## config.mk

```make
export PLATFORM = sky130hd
export DESIGN_NAME = alsu_op_sequencer
export DESIGN_NICKNAME = d
export VERILOG_FILES = /design/src/rtl/alsu_seq_pkg.sv /design/src/rtl/alsu_op_decode.sv /design/src/rtl/alsu_op_sequencer.sv
export SDC_FILE = /design/constraint.sdc
export NUM_CORES = 1
export LEC_CHECK = 0
export ABC_AREA = 1
export CORE_AREA = 3 3 61 63
export CTS_BUF_LIST = sky130_fd_sc_hd__clkbuf_4
export CTS_CLUSTER_DIAMETER = 200
export DETAILED_ROUTE_END_ITERATION = 10
export DIE_AREA = 0 0 64 66
export PLACE_DENSITY = 0.89
export SETUP_SLACK_MARGIN = 0.15
export SLEW_MARGIN = 40
export SYNTH_ARGS = -nofsm -noshare
export SYNTH_HDL_FRONTEND = slang
export SYNTH_SLANG_ARGS = --single-unit
export TNS_END_PERCENT = 30
```

## constraint.sdc

```tcl
create_clock -name clk -period 1.8 [get_ports clk]
set_input_delay 0.54 -clock clk [delete_from_list [all_inputs] [get_ports clk]]
set_output_delay 0.54 -clock clk [all_outputs]
set_load 0.005 [all_outputs]
```

## src/rtl/alsu_seq_pkg.sv

```systemverilog
// Shared types and constants for the ALSU front-end sequencer: opcode field
// widths, the group-to-select map and the controller state codes.
package alsu_seq_pkg;

   localparam int OPC_W  = 6;
   localparam int GRP_W  = 3;
   localparam int SUB_W  = 3;
   localparam int DATA_W = 4;
   localparam int SEL_W  = 4;

   localparam logic [SUB_W-1:0] SUB_MAX         = 3'd4;
   localparam logic [7:0]       ITER_GROUP_MASK = 8'b1100_0000;

   // Entry [g] is the datapath mux select for opcode group g.
   localparam logic [7:0][SEL_W-1:0] GROUP_SEL = {
      4'b1100, 4'b1110, 4'b1000, 4'b0101,
      4'b1010, 4'b0110, 4'b0010, 4'b0000
   };

   typedef logic [1:0] state_t;
   localparam state_t S_IDLE  = 2'd0;
   localparam state_t S_ISSUE = 2'd1;
   localparam state_t S_WAIT  = 2'd2;
   localparam state_t S_DONE  = 2'd3;

endpackage

```

## src/rtl/alsu_op_decode.sv

```systemverilog
// Combinational opcode decoder: splits {group, sub} into the datapath select,
// sub-function, legality and whether the group runs as repeated 1-bit passes.
module alsu_op_decode
   import alsu_seq_pkg::*;
(
   input  logic [OPC_W-1:0] opcode,
   output logic [SEL_W-1:0] sel,
   output logic [SUB_W-1:0] func,
   output logic             legal,
   output logic             iterative
);

   logic [GRP_W-1:0] grp;

   assign grp       = opcode[OPC_W-1:SUB_W];
   assign func      = opcode[SUB_W-1:0];
   assign sel       = GROUP_SEL[grp];
   assign legal     = (func <= SUB_MAX);
   assign iterative = ITER_GROUP_MASK[grp];

endmodule

```

## src/rtl/alsu_op_sequencer.sv

```systemverilog
// Front-end controller for the 4-bit ALSU: accepts one request, drives the
// datapath for one pass (or one pass per shift bit), then holds the result.
module alsu_op_sequencer
   import alsu_seq_pkg::*;
#(
   parameter int ALSU_LAT  = 1,
   parameter int MAX_SHAMT = 7
)(
   input  logic              clk,
   input  logic              rst,
   input  logic              req_valid,
   output logic              req_ready,
   input  logic [OPC_W-1:0]  req_opcode,
   input  logic [DATA_W-1:0] req_a,
   input  logic [DATA_W-1:0] req_b,
   output logic [SEL_W-1:0]  alsu_sel,
   output logic [SUB_W-1:0]  alsu_func,
   output logic [DATA_W-1:0] alsu_a,
   output logic [DATA_W-1:0] alsu_b,
   input  logic [DATA_W-1:0] alsu_result,
   input  logic              alsu_cout,
   output logic              res_valid,
   input  logic              res_ready,
   output logic [DATA_W-1:0] res_data,
   output logic              res_cout,
   output logic              res_err
);

   state_t            state;
   logic [1:0]        lat_cnt;
   logic [2:0]        shamt_rem;
   logic              iter_op;
   logic [SEL_W-1:0]  dec_sel;
   logic [SUB_W-1:0]  dec_func;
   logic              dec_legal;
   logic              dec_iter;
   logic [2:0]        req_shamt;

   alsu_op_decode u_decode (
      .opcode    (req_opcode),
      .sel       (dec_sel),
      .func      (dec_func),
      .legal     (dec_legal),
      .iterative (dec_iter)
   );

   assign req_shamt = (req_b[2:0] > 3'(MAX_SHAMT)) ? 3'(MAX_SHAMT) : req_b[2:0];

   // Gated by rst so the host never sees a ready while reset is held.
   assign req_ready = (state == S_IDLE) && !rst;
   assign res_valid = (state == S_DONE);

   // Datapath operands are loaded on every entry to ISSUE and held through WAIT;
   // iterative passes feed the sampled result back in as the next operand A.
   always_ff @(posedge clk or posedge rst) begin
      if (rst) begin
         state     <= S_IDLE;
         lat_cnt   <= '0;
         shamt_rem <= '0;
         iter_op   <= 1'b0;
         alsu_sel  <= '0;
         alsu_func <= '0;
         alsu_a    <= '0;
         alsu_b    <= '0;
         res_data  <= '0;
         res_cout  <= 1'b0;
         res_err   <= 1'b0;
      end else begin
         case (state)
            S_IDLE: begin
               if (req_valid) begin
                  if (!dec_legal) begin
                     res_err  <= 1'b1;
                     res_data <= '0;
                     res_cout <= 1'b0;
                     state    <= S_DONE;
                  end else if (dec_iter && (req_shamt == 3'd0)) begin
                     res_err  <= 1'b0;
                     res_data <= req_a;
                     res_cout <= 1'b0;
                     state    <= S_DONE;
                  end else begin
                     alsu_sel  <= dec_sel;
                     alsu_func <= dec_func;
                     alsu_a    <= req_a;
                     alsu_b    <= req_b;
                     iter_op   <= dec_iter;
                     shamt_rem <= req_shamt;
                     state     <= S_ISSUE;
                  end
               end
            end
            S_ISSUE: begin
               lat_cnt <= 2'(ALSU_LAT - 1);
               state   <= S_WAIT;
            end
            S_WAIT: begin
               if (lat_cnt != 2'd0) begin
                  lat_cnt <= lat_cnt - 2'd1;
               end else begin
                  res_data <= alsu_result;
                  res_cout <= alsu_cout;
                  res_err  <= 1'b0;
                  if (iter_op) begin
                     shamt_rem <= shamt_rem - 3'd1;
                     alsu_a    <= alsu_result;
                     state     <= (shamt_rem > 3'd1) ? S_ISSUE : S_DONE;
                  end else begin
                     state <= S_DONE;
                  end
               end
            end
            S_DONE: begin
               if (res_ready) state <= S_IDLE;
            end
            default: state <= S_IDLE;
         endcase
      end
   end

endmodule

```

==> impl_results.md <==
- H-tree depth reported by CTS: 2
- Post-synthesis sequential area ratio: a little under half
- Overall via count from detail_route: 1461
- Most frequently used cell type in the post-synthesis netlist: nand2_1
- Unique cell type count in the Yosys netlist: 20
- Clock root buffer master: clkbuf_4
- Largest net degree at the start of global routing: 30
- Synth Flop Type: dfrtp_1
- Post-place setup slack: -0.320 ns
- IO Port Bufs: 45
- Worst Path Arrival: between 1 and 1.5 ns
- Routed length per instance: 12.4 um
- Cells after Synth: 193
- Register bit count reported by yosys: 29
- Initial antenna violation count: 0
- DRC violation total after the first TritonRoute iteration: 83
- Core outline area: 3280 um^2
- Netlist area before placement: 1560 um^2
- RSZ-0062 raised after global routing: true
- Via count normalized by instance count: between 4 and 5
- Global-route usage over all layers: 19.9%
- Max Fclk: 595 MHz
- Power density relative to cell area: 1430 nW/um^2
- Area of the die: 4220 um^2
- Aggregate global routing overflow: 0
- Layout cell share with drive strength beyond 1: 25.7%
- Final worst-path cycle share: 93.3%
- Routed WL: 3940 um
- DR pass1 iterations: 4
- Latest clock arrival within the worst-skew pair: 0.33 ns
- Area grow syn2layout: 51.7%
- Setup slack after layout: 0.121 ns
- Number of placed instances, taps included: between 300 and 400
- Number of nets in the synthesized netlist: ~220
- Cell types with the largest area share after synthesis: dfrtp_1, nand2_1, o21ai_2
- Number of flops mapped to enable cells by yosys: 0
- Vert. Die Dim: 66 um
- Ys async rst share: 100%
- Clock period minus worst slack: 1.68 ns
- TritonCTS clock tree: built
- Number of buffers created by CTS: 5
- CP Capture Type: primary output
- First-pass GRT wire length: 6390 um
- Path class of the lowest-slack min-delay path: in -> async
- Fin Clk Skew: 0.00325 ns
- Filler Cells Inserted: 250
- Highest ir drop seen on vdd: 0.819 mV
- Maximum buffer depth of the clock tree: 2
- Worst-Margin Slew: 0.367 ns
- Worst hold margin: approximately 0.31 ns
- Weighted congestion at the end of routability-driven global placement: 0.820
- CP Data Required Time: 1.26 ns
- Residual DRC count: 0
- Chip Width: 64 um
- Leak: 1.42 nW
- Total Nets Final: between 200 and 300
- Critical Path Fanout Max: 3
- Post-route insts no fill: 318
- Kind of launch point of the worst setup path: register
- Effective utilization at floorplan: 47.5%
- Inserted Diodes: 0
- Syn_area_per_cell: roughly 8 um^2
- Max Transition Viols Final: 0
- Warning count from the yosys run: 0
- HPWL after detailed placement: approximately 2900 um
- Number of nets with antenna violations after routing: 0
- Final setup violation count: 0
- Clock transition at the registers of the reported paths: approximately 0.090 ns
- Top cell type's share of synthesized area: 46.5%
- Worst Setup Path Type: reg -> out
- Vias in the first global route: 1453
- Worst max-slew margin expressed relative to the limit: 75.6%
- Total power consumption of the routed design: around 3.4 mW
- Run status: complete, no violations
- Final hold violations: 0
- Count of pins on the block boundary: 46
- Num rows: 21
- Top cell type by total area after synthesis: dfrtp_1
- Count of clock tree sinks: 29
- Count of max-cap constraint violations: 0
- Most instantiated cells after synthesis: nand2_1, dfrtp_1, inv_1, nand3_1
-- critical path: stages, from the launching register on --
cell,delay (ns)
dfrtp_2,0.44
nor2_4,0.12
inv_2,0.05
nor2_1,0.08
buf_2,0.12
-- registers in the layout (all words and copies together) (netlist names), 2 cells and up --
register   count
alsu_a         4
alsu_b         4
alsu_func      3
alsu_sel       4
lat_cnt        2
res_data       4
shamt_rem      3
state          2
-- layout by cell type (no fill, tap or decap), types with 3 or more instances in the layout --
cell,Yosys,layout
nor2_4,3,4
nor2_1,8,7
dlymetal6s2s_1,0,16
nand3_1,15,15
dfrtp_1,29,27
clkbuf_4,0,5
inv_1,21,20
dlygate4sd2_1,0,6
a21oi_1,3,3
nand2_1,70,68
nand2_2,4,3
ha_1,3,3
clkdlybuf4s50_1,0,21
o21ai_2,12,12
inv_2,2,3
buf_4,0,28
nand2_4,1,4
o21ai_0,12,12
-- area by class of cell --
type                            count  area (um^2)  share of cell area [%]
Inverter                           23         86.3                    3.65
Tap cell                           46         57.6                    2.43
Sequential cell                    29          728                    30.7
Timing Repair Buffer               74          703                    29.7
Multi-Input combinational cell    138          743                    31.4
Clock buffer                        5         37.5                    1.58
Clock inverter                      3         12.5                   0.528
-- kinds of logic (layout without fill, tap and decap cells) --
logic type               after synthesis  in the layout  synth area share, %
adder cells (fa/ha/maj)                3              3                 2.40
AND/OR/NAND/NOR                      107            107                 31.5
AO/OA/AOI/OAI                         28             28                 11.9
buffers and inverters                 26            105                 7.69
flip-flops                            29             29                 46.5
-- through the flow --
| step | TNS, ns | cell area, um^2 | util [%] |
|---|---|---|---|
| 5_1_grt | 0 | 2370 | 72.1 |
| 4_1_cts | 0 | 2270 | 69.2 |
| 3_5_place_dp | -3.30 | 2210 | 67.4 |
| 6_report | 0 | 2370 | 72.1 |
| 2_1_floorplan | 0 | 1560 | - |
| 3_3_place_gp | -2.41 | 2210 | 67.4 |
-- power by group --
group	switching (mW)	total (mW)	internal (mW)
registers	0.170	1.11	0.935
clock network	0.235	0.375	0.141
logic	0.960	1.91	0.946
-- metal layers --
layer / GRT usage, % / share of wire (%)
met4: 7.55 / 1.3
met2: 33.3 / 51
met1: 23.0 / 41
met5: 0 / 0
met3: 7.82 / 5.9
-- timing repair --
item | 4_1_cts | 5_1_grt
endpoints found under the setup margin | 29 | 22
resized for setup | 17 | 23
setup buffers | 3 | 4
pin swaps | 3 | 3
hold buffers | 0 | 0
-- path summary, 6_finish.rpt --
kind                               start           end  slack (ns)  cells past startpoint
worst min register to register   res_err       res_err        0.47                      2
worst max register to register  state[1]      res_cout        0.27                      8
min in group clk                 res_err       res_err        0.47                      2
max in group asynchronous            rst      state[1]        1.20                      3
worst max-delay path            state[0]     req_ready        0.12                      4
worst min-delay path                 rst  shamt_rem[1]        0.31                      3
No activity file was read; power rests on OpenSTA's default activity.
